[config.mk]
export PLATFORM = sky130hd
export DESIGN_NAME = addr_gen_seq
export DESIGN_NICKNAME = d
export VERILOG_FILES = /design/src/rtl/addr_gen_seq.sv
export SDC_FILE = /design/constraint.sdc
export NUM_CORES = 1
export LEC_CHECK = 0
export ABC_AREA = 1
export BUFFER_PORTS_ARGS = -buffer_cell sky130_fd_sc_hd__buf_4
export CAP_MARGIN = 25
export CORE_AREA = 2 2 74 76
export CTS_CLUSTER_DIAMETER = 120
export DETAILED_ROUTE_END_ITERATION = 8
export DIE_AREA = 0 0 76 78
export GPL_TIMING_DRIVEN = 1
export SLEW_MARGIN = 20
export SYNTH_ARGS = -nofsm -noshare
export SYNTH_HDL_FRONTEND = slang
export SYNTH_SLANG_ARGS = --single-unit
[constraint.sdc]
create_clock -name clk -period 3.9 [get_ports clk]
set_clock_uncertainty 0.05 [all_clocks]
set_input_delay 0.78 -clock clk [delete_from_list [all_inputs] [get_ports clk]]
set_output_delay 0.78 -clock clk [all_outputs]
set_load 0.01 [all_outputs]
[src/rtl/addr_gen_seq.sv]
// Sequential read/write address generator for the conv (stride 1) and pool (stride KSIZE) stages.
// Optional macro ADDR_GEN_STALL_CNT_EN adds the stall_cnt output counting back-pressured ISSUE cycles.
module addr_gen_seq #(
    parameter int IMG_W         = 8,
    parameter int KSIZE         = 2,
    parameter int ADDR_W        = 8,
    parameter int CONV_SRC_BASE = 0,
    parameter int CONV_DST_BASE = 64,
    parameter int POOL_DST_BASE = 128
) (
`ifdef ADDR_GEN_STALL_CNT_EN
    output logic [15:0]                          stall_cnt,
`endif
    input  logic                                 clk,
    input  logic                                 rst_n,
    input  logic                                 start,
    input  logic                                 mode,
    output logic [ADDR_W-1:0]                    addr,
    output logic                                 addr_valid,
    input  logic                                 addr_ready,
    output logic                                 addr_we,
    output logic [$clog2(KSIZE*KSIZE+1)-1:0]     tap,
    output logic [3:0]                           pix_col,
    output logic [3:0]                           pix_row,
    output logic                                 busy,
    output logic                                 done
);

    localparam int NTAPS = KSIZE * KSIZE;
    localparam int TAP_W = $clog2(NTAPS + 1);
    localparam int CW    = IMG_W - KSIZE + 1;
    localparam int PW    = CW / KSIZE;
    localparam int IW    = (ADDR_W + 4 > 32) ? ADDR_W + 4 : 32;
    localparam int KW    = (KSIZE > 1) ? $clog2(KSIZE) : 1;

    typedef enum logic [1:0] {
        IDLE,
        ISSUE,
        DONE
    } state_t;

    state_t state, state_next;

    logic             mode_q;
    logic [TAP_W-1:0] tap_q;
    logic [KW-1:0]    kx_q, ky_q;
    logic [3:0]       col_q, row_q;
    logic [3:0]       last_idx;
    logic             write_beat;
    logic             last_pix;

    logic [IW-1:0] row_w, col_w, kx_w, ky_w;
    logic [IW-1:0] rd_conv, rd_pool, wr_conv, wr_pool, addr_full;

    assign last_idx   = mode_q ? 4'(PW - 1) : 4'(CW - 1);
    assign write_beat = (tap_q == TAP_W'(NTAPS));
    assign last_pix   = (col_q == last_idx) && (row_q == last_idx);

    always_ff @(posedge clk) begin
        if (!rst_n) state <= IDLE;
        else        state <= state_next;
    end

    always_comb begin
        state_next = state;
        addr_valid = 1'b0;
        addr_we    = 1'b0;
        busy       = 1'b0;
        done       = 1'b0;
        addr       = '0;
        tap        = tap_q;
        pix_col    = col_q;
        pix_row    = row_q;
        case (state)
            IDLE: begin
                if (start) state_next = ISSUE;
            end
            ISSUE: begin
                addr_valid = 1'b1;
                busy       = 1'b1;
                addr_we    = write_beat;
                addr       = ADDR_W'(addr_full);
                if (addr_ready && write_beat && last_pix) state_next = DONE;
            end
            DONE: begin
                done       = 1'b1;
                state_next = IDLE;
            end
            default: state_next = IDLE;
        endcase
    end

    // Pool windows are KSIZE apart in both directions; conv output keeps the input pitch.
    assign row_w   = IW'(row_q);
    assign col_w   = IW'(col_q);
    assign kx_w    = IW'(kx_q);
    assign ky_w    = IW'(ky_q);
    assign rd_conv = IW'(CONV_SRC_BASE) + (row_w + ky_w) * IW'(IMG_W) + col_w + kx_w;
    assign rd_pool = IW'(CONV_DST_BASE) + (row_w * IW'(KSIZE) + ky_w) * IW'(IMG_W)
                     + col_w * IW'(KSIZE) + kx_w;
    assign wr_conv = IW'(CONV_DST_BASE) + row_w * IW'(IMG_W) + col_w;
    assign wr_pool = IW'(POOL_DST_BASE) + row_w * IW'(PW) + col_w;

    always_comb begin
        addr_full = '0;
        if (write_beat) addr_full = mode_q ? wr_pool : wr_conv;
        else            addr_full = mode_q ? rd_pool : rd_conv;
    end

    // Counters only move on an accepted beat, so a stalled beat holds everything.
    always_ff @(posedge clk) begin
        if (!rst_n) begin
            mode_q <= 1'b0;
            tap_q  <= '0;
            kx_q   <= '0;
            ky_q   <= '0;
            col_q  <= '0;
            row_q  <= '0;
        end else begin
            case (state)
                IDLE: begin
                    if (start) begin
                        mode_q <= mode;
                        tap_q  <= '0;
                        kx_q   <= '0;
                        ky_q   <= '0;
                        col_q  <= '0;
                        row_q  <= '0;
                    end
                end
                ISSUE: begin
                    if (addr_ready) begin
                        if (write_beat) begin
                            tap_q <= '0;
                            kx_q  <= '0;
                            ky_q  <= '0;
                            if (last_pix) begin
                                col_q <= '0;
                                row_q <= '0;
                            end else if (col_q == last_idx) begin
                                col_q <= '0;
                                row_q <= row_q + 4'd1;
                            end else begin
                                col_q <= col_q + 4'd1;
                            end
                        end else begin
                            tap_q <= tap_q + TAP_W'(1);
                            if (kx_q == KW'(KSIZE - 1)) begin
                                kx_q <= '0;
                                ky_q <= ky_q + KW'(1);
                            end else begin
                                kx_q <= kx_q + KW'(1);
                            end
                        end
                    end
                end
                default: ;
            endcase
        end
    end

`ifdef ADDR_GEN_STALL_CNT_EN
    always_ff @(posedge clk) begin
        if (!rst_n) begin
            stall_cnt <= '0;
        end else if (state == IDLE && start) begin
            stall_cnt <= '0;
        end else if (state == ISSUE && !addr_ready && stall_cnt != 16'hFFFF) begin
            stall_cnt <= stall_cnt + 16'd1;
        end
    end
`endif

endmodule
==> results.toml, run 1 <==
[floorplanning]
coreArea_sq_mm = 0.00504
fp.dieArea_sq_mm = 0.00593
io_pins = 28
die_w_um = 76
die_y_um = 78
start_util_pct = 34.8
placementRows = 26

[clock_tree]
cts_max_level = 1
clkTransAtPathRegs_ps = 70
tritoncts = "done"
cts_made_buffers = 3
cts_buffer_depth = 2
cts.sinks = 16
cts_root_buf = "clkbuf_8"
clk-insertion-delay-late_ps = 250
post_cts_buffers = 0
ctsHoldBuffers = 0
cts_resized = 0

[placed_design]
post-place-ws_ps = 812
io_buffers = 27
dp_hpwl_mm = 3.54
globalplace.congestion = 0.826

[hold_path]
hold_class = "flop to flop"
hold_path_startpoint = "tap[0]$_SDFFE_PN0P_"
hold_depth = 2

[cells_and_area]
layout_commonest_cell = "nand2_1"
diodes = 0
drive_above_1_share_pct = 19.7
syn_to_final_growth_pct = 19.7
fillers = 545
layout_common_cells = "nand2_1 (58), buf_4 (31), inv_1 (28), nor2_1 (25), ha_1 (24)"
post-route-util_pct = 41.6
nNetsFinal = 319

[synth]
synth_edf_count = 0
ys_seq_area_share_pct = 18.3
ys_top_cells_by_area = "dfxtp_1 (18%), ha_1 (17%), nand2_1 (12%), inv_1 (6.0%), fa_1 (5.7%)"
ys_dominant_reg_cell = "dfxtp_1"
synth_top_area_share_pct = 18.3
syn-num-nets = 287
syn_area_per_cell_sq_um = 6.93
synth_top_area_cell = "dfxtp_1"
ys_seq_elements = 16
syn_inst = 253
ys.warnings.count = 0
synth-async-reset-ratio_pct = 0
synth_area_sq_mm = 0.00175
ys_types = 35

[route]
viasPerCell = 4.73
drc = 0
drt_wl_total_mm = 4.47
wl_per_cell_um = 12.6
final_antenna_net_count = 0
dr.pass1.iters = 4
num_vias = 1674
drt_iter0_drc = 104

[sta]
rsz0062_at_grt = "false"
slew_viol_final = 0
worst_slew_pin_slew_ps = 525
worst_slack_ps = 554
period_minus_slack_ps = 3350
period_share_pct = 85.8
fmax_mhz = 299
setup_viol = 0
slew_headroom_pct = 65.0
hold_violations = 0
finalSetupTns_ps = 0

[grt]
grtUsageTotal_pct = 15.7
grt_pass1_vias = 1586
grt_pass1_wl_mm = 7.51
met3_usage_pct = 1.74
busiest_layer = "met2"
antenna_found_initial = 0
grtUsageMet2_pct = 25.5
grt-ovfl-total = 0
met1_usage_pct = 20.8
grt_max_degree = 18

[worst_setup_path]
cp.arrival_ps = 2520
endpoint_kind = "output pin"
reg2reg_setup_slack_ps = 2120
crit-reg2reg-launch = "mode_q$_SDFFE_PN0P_"
crit_start = "pix_row[1]$_SDFFE_PN0P_"
crit_type = "flop to output pin"
critPathCapture = "addr[3]"
crit_path_start_kind = "flop"
crit_fanout = 9
crit_required_ps = 3070
reg2reg_depth = 9
r2r_end = "pix_row[1]$_SDFFE_PN0P_"

[run_status]
status = "completed"

[pwr]
peakVddDrop_uv = 152
power.density_mw_per_mm2 = 239
total_leakage_power_uw = 0.00112
total_power_uw = 503

[run]
maxCapViolations = 0
worst min path at each step:
stage                               end  slack, ps
global route        tap[0]$_SDFFE_PN0P_        470
CTS                 tap[0]$_SDFFE_PN0P_        450
finish              tap[0]$_SDFFE_PN0P_        450
detailed placement  tap[0]$_SDFFE_PN0P_        440
floorplan             kx_q$_SDFFE_PN0P_        430
global placement    tap[0]$_SDFFE_PN0P_        440
worst max-delay path: stages, from the launching register on:
cell	delay (ps)
dfxtp_1	560
fa_1	490
ha_1	230
fa_1	420
xnor2_1	150
nand2_1	60
o211ai_1	90
o21ai_0	110
buf_4	150
where the power goes:
group | total, uW | switching, uW | internal [uW]
combinational | 157 | 92.2 | 64.4
clock | 150 | 60.2 | 89.7
sequential | 196 | 21.8 | 174
total | 503 | 174 | 328
metal layers:
metal  part of all wire [%]  wire length, um
met1                     47             2100
met2                     47             2080
met3                    3.4              150
met4                    3.0              135
met5                      0                0
synth_stat cells (2+ instances only):
cell	number
inv_2	5
nor2_1	25
ha_1	24
xnor2_1	4
a21oi_1	12
dfxtp_1	16
xor2_1	3
o22ai_1	2
nand3_1	15
a211oi_1	2
nand2_2	4
fa_1	5
nand2_1	58
nand4_1	5
o21ai_0	19
nor3b_2	2
nand3_2	2
nor3_1	4
o21bai_1	2
nand2_4	2
inv_1	28
area by class of cell:
| class | count | area [sq um] | area share [%] |
|---|---|---|---|
| flip-flops and latches | 16 | 320 | 15.3 |
| well taps | 70 | 87.6 | 4.17 |
| clock buffers | 4 | 55.1 | 2.62 |
| multi-input cells | 199 | 1270 | 60.7 |
| repair buffers | 31 | 233 | 11.1 |
| inverters | 34 | 130 | 6.20 |
sequential cells by signal, summed over array words and instances (netlist names):
| name | flops |
|---|---|
| kx_q | 1 |
| pix_col | 4 |
| state | 2 |
| mode_q | 1 |
| pix_row | 4 |
| ky_q | 1 |
| tap | 3 |
cell families after synthesis:
group / Yosys count / synth area share (%)
AND/OR/NAND/NOR: 121 / 32.0
AO/OA/AOI/OAI: 41 / 13.4
buffers and inverters: 38 / 9.13
adder cells (fa/ha/maj): 29 / 22.8
flip-flops: 16 / 18.3
XOR/XNOR: 8 / 4.42
through the flow:
stage / hold slack [ps] / instance area, sq um / cells
2_1_floorplan: 425 / 1750 / 253
3_3_place_gp: 440 / 2040 / 350
3_5_place_dp: 441 / 2040 / 350
4_1_cts: 452 / 2100 / 354
5_1_grt: 469 / 2100 / 354
6_report: 449 / 2100 / 354
No activity file was read; power rests on OpenSTA's default activity.
==> inputs of run 2 (changes only) <==
Clock period 3.9 ns to 4.3 ns, I/O delays scaled along.
==> run 2 against run 1 <==
Non-clock buffer count down 3. Largest power group unchanged. Via count unchanged. Critical endpoint unchanged. Global-route usage fell by 1.0 points. Wire length shrank 4.2%. Highest routed layer unchanged. Clock power down 7%.
==> results.toml, run 2 (synthesized netlist as in run 1, its figures left out) <==
[run_status]
status = "completed"

[worst_setup_path]
crit_required_ps = 3390
crit_start = "pix_row[1]$_SDFFE_PN0P_"
r2r_end = "pix_row[1]$_SDFFE_PN0P_"
crit_type = "flop to output pin"
crit_path_start_kind = "flop"
crit_fanout = 13
critPathCapture = "addr[3]"
reg2reg_setup_slack_ps = 2350
crit-reg2reg-launch = "mode_q$_SDFFE_PN0P_"
cp.arrival_ps = 2700
endpoint_kind = "output pin"
reg2reg_depth = 9

[clock_tree]
clk-insertion-delay-late_ps = 260
cts_resized = 0
cts_buffer_depth = 2
tritoncts = "done"
cts.sinks = 16
cts_max_level = 1
clkTransAtPathRegs_ps = 70
cts_made_buffers = 3
cts_root_buf = "clkbuf_8"
post_cts_buffers = 0
ctsHoldBuffers = 0

[grt]
grt-ovfl-total = 0
grt_pass1_wl_mm = 7.22
antenna_found_initial = 0
grt_pass1_vias = 1558
grt_max_degree = 19
grtUsageTotal_pct = 14.7

[pwr]
p_int_uw = 296
power.density_mw_per_mm2 = 220
peakVddDrop_uv = 174
p_switching_uw = 160
swShare_pct = 35.1
total_leakage_power_uw = 0.00110
clkPwrFrac_pct = 30.5
combPwrFrac_pct = 30.2
seqPwrFrac_pct = 39.3
total_power_uw = 456

[route]
drc = 0
drt_wl_total_mm = 4.28
viasPerCell = 4.77
drt_iter0_drc = 62
dr.pass1.iters = 4
num_vias = 1674
final_antenna_net_count = 0
wl_per_cell_um = 12.2

[hold_path]
hold_path_startpoint = "tap[0]$_SDFFE_PN0P_"
hold_class = "flop to flop"
hold_depth = 2

[sta]
slew_viol_final = 0
period_minus_slack_ps = 3610
fmax_mhz = 277
period_share_pct = 83.9
rsz0062_at_grt = "false"
worst_slew_pin_slew_ps = 714
finalSetupTns_ps = 0
setup_viol = 0
hold_violations = 0
slew_headroom_pct = 52.3

[cells_and_area]
finalNonFillerCells = 351
post-route-util_pct = 41.2
layout_common_cells = "nand2_1 (58), inv_1 (28), buf_4 (28), nor2_1 (25), ha_1 (24)"
postLayoutCellArea_sq_mm = 0.00208
diodes = 0
syn_to_final_growth_pct = 18.4
drive_above_1_share_pct = 18.9
nNetsFinal = 316
layout_commonest_cell = "nand2_1"

[placed_design]
globalplace.congestion = 0.788
dpl_cell_area_sq_mm = 0.00202
dp_cells = 347
io_buffers = 27
dp_hpwl_mm = 3.29

[floorplanning]
die_w_um = 76
coreArea_sq_mm = 0.00504
start_util_pct = 34.8
fp.dieArea_sq_mm = 0.00593
io_pins = 28
placementRows = 26
die_y_um = 78

[run]
maxCapViolations = 0
-- run 2: changes by cell type in the layout (fill, tap and decap cells not counted) --
| cell | previous run | this run |
|---|---|---|
| buf_4 | 31 | 28 |
-- run 2: per-layer routing --
metal  global-route usage (%)  up-vias  share of wire (%)
met5                        0        -                  0
met3                     1.40        7                2.9
met4                     5.09        0                1.8
met1                     18.8      758                 49
li1                         -      878                  -
met2                     25.9       31                 46
-- run 2: worst min-delay path by stage --
stage	endpoint	slack (ps)
after floorplan	kx_q$_SDFFE_PN0P_	430
after global placement	tap[0]$_SDFFE_PN0P_	440
after detailed placement	tap[0]$_SDFFE_PN0P_	440
after CTS	tap[0]$_SDFFE_PN0P_	460
after global routing	tap[1]$_SDFFE_PN0P_	490
final	tap[0]$_SDFFE_PN0P_	450
-- run 2: area by class of cell --
cell class	instances	area, sq um
Inverter	34	130
Clock buffer	4	55.1
Multi-Input combinational cell	199	1270
Sequential cell	16	320
Timing Repair Buffer	28	210
Fill cell	542	2970
Tap cell	70	87.6
-- run 2: power by group through the flow --
stage	combinational [uW]	clock, uW	sequential, uW
global route	155	148	182
CTS	139	143	179
detailed placement	137	0	183
global placement	138	0	182
finish	138	139	179
floorplan	97.0	0	178
-- run 2: critical path, stage by stage (launching register included) --
cell and delay (ps):
dfxtp_1 660, fa_1 520, ha_1 240, fa_1 420
xnor2_1 160, nand2_1 60, o211ai_1 100, o21ai_0 120
buf_4 160
-- run 2: per-stage QoR --
step | setup WS (ps) | hold WS, ps
floorplan | 1240 | 425
global placement | 1040 | 444
detailed placement | 1000 | 443
CTS | 697 | 458
global route | 507 | 488
finish | 692 | 449
==> inputs of run 3 (changes only) <==
Clock period 4.3 ns to 2.9 ns, I/O delays scaled along.
==> run 3 against run 2 <==
Final cell count grew 1.7%. Clock power grew 45%. First-iteration DRC count grew 82%.
==> results.toml, run 3 (synthesized netlist as in run 1, its figures left out) <==
[sta]
rsz0062_at_grt = "true"
fmax_mhz = 355
slew_headroom_pct = 72.3
period_minus_slack_ps = 2810
slew_viol_final = 0
worst_slew_pin_slew_ps = 415
worst_slack_ps = 86.7
hold_violations = 0
period_share_pct = 97.0
setup_viol = 0
holdWs_ps = 453

[hold_path]
hold_depth = 2
hold_path_startpoint = "tap[0]$_SDFFE_PN0P_"
hold-path-endpoint = "tap[0]$_SDFFE_PN0P_"
hold_class = "flop to flop"

[worst_setup_path]
crit_required_ps = 2270
r2r_end = "pix_col[2]$_SDFFE_PN0P_"
crit_path_start_kind = "flop"
crit_type = "flop to output pin"
crit-reg2reg-launch = "tap[0]$_SDFFE_PN0P_"
endpoint_kind = "output pin"
reg2reg_setup_slack_ps = 1220
cp.arrival_ps = 2180
reg2reg_depth = 9
crit_fanout = 2

[cells_and_area]
drive_above_1_share_pct = 25.8
postLayoutCellArea_sq_mm = 0.00220
syn_to_final_growth_pct = 25.2
nNetsFinal = 322
layout_commonest_cell = "nand2_1"
fillers = 544
layout_common_cells = "nand2_1 (58), buf_4 (33), inv_1 (28), nor2_1 (25), ha_1 (20)"
diodes = 0
seqCellArea_sq_um = 327
multi_input_area_sq_mm = 0.00134

[run_status]
status = "completed"

[clock_tree]
cts_made_buffers = 3
tritoncts = "done"
post_cts_buffers = 0
ctsHoldBuffers = 0
clkTransAtPathRegs_ps = 70
cts_root_buf = "clkbuf_8"
cts_buffer_depth = 2
cts.sinks = 16
clk-insertion-delay-late_ps = 250
cts_max_level = 1

[grt]
grt_pass1_wl_mm = 7.85
grt-ovfl-total = 0
grt_pass1_vias = 1676
grtUsageTotal_pct = 16.1
antenna_found_initial = 0
grt_max_degree = 18

[floorplanning]
die_y_um = 78
coreArea_sq_mm = 0.00504
start_util_pct = 34.8
io_pins = 28
placementRows = 26
die_w_um = 76
fp.dieArea_sq_mm = 0.00593

[route]
drt_iter0_drc = 113
drt_wl_total_mm = 4.56
dr.pass1.iters = 4
drc = 0
viasPerCell = 4.75
wl_per_cell_um = 12.8
final_antenna_net_count = 0
num_vias = 1694

[placed_design]
globalplace.congestion = 0.857
dpl_cell_area_sq_mm = 0.00207
dp_hpwl_mm = 3.66
io_buffers = 27
post-place-ws_ps = 296

[run]
maxCapViolations = 0

[pwr]
peakVddDrop_uv = 217
total_leakage_power_uw = 0.00114
power.density_mw_per_mm2 = 320
## run 3: changes by cell type in the layout (fill, tap and decap cells not counted), sizes merged
cell | before | now
buf | 28 | 34
## run 3: routing by layer
metal / up-vias / track usage [%] / routed length, um
met3: 4 / 2.91 / 229
met4: 0 / 4.55 / 61
met1: 759 / 21.4 / 2150
met2: 40 / 27.0 / 2110
met5: - / 0 / 0
li1: 891 / - / -
## run 3: repair_timing
item,CTS,global route
hold endpoints to repair,0,0
gates resized for setup,0,18
endpoints found under the setup margin,0,6
## run 3: area by class of cell
type                            count  share of cell area [%]
Clock buffer                        4                    2.51
Inverter                           34                    5.93
Multi-Input combinational cell    199                    60.9
Sequential cell                    16                    14.9
Tap cell                           70                    3.99
Timing Repair Buffer               34                    11.8
## run 3: through the flow
step                std cells  setup TNS, ps  power, uW  utilization, %
CTS                       357              0        689            42.1
global placement          353              0        486            41.0
floorplan                 253              0        407               -
detailed placement        353              0        487            41.0
global route              357          -9.55        748            43.5
finish                    357              0        702            43.5
## run 3: worst max-delay path by stage
| stage | from | slack [ps] | endpoint |
|---|---|---|---|
| 6_report | pix_col[1]$_SDFFE_PN0P_ | 90 | addr[2] |
| 5_1_grt | pix_col[1]$_SDFFE_PN0P_ | -10 | addr[3] |
| 4_1_cts | pix_row[2]$_SDFFE_PN0P_ | 20 | addr[4] |
| 3_5_place_dp | pix_row[1]$_SDFFE_PN0P_ | 300 | addr[3] |
| 3_3_place_gp | pix_row[1]$_SDFFE_PN0P_ | 320 | addr[3] |
| 2_1_floorplan | pix_row[2]$_SDFFE_PN0P_ | 120 | addr[4] |
## run 3: critical path, cell delays in order, from the launching register on
cell and delay, ps:
dfxtp_2 330, fa_1 480, ha_2 210, fa_2 540, o21ai_0 80, o22ai_1 160, buf_4 140
## run 3: report_power, final
group          switching, uW  internal (uW)  leakage, uW  total, uW
sequential              18.1            235     0.000133        253
combinational            145            101     0.000975        247
clock                   81.9            121    0.0000288        202
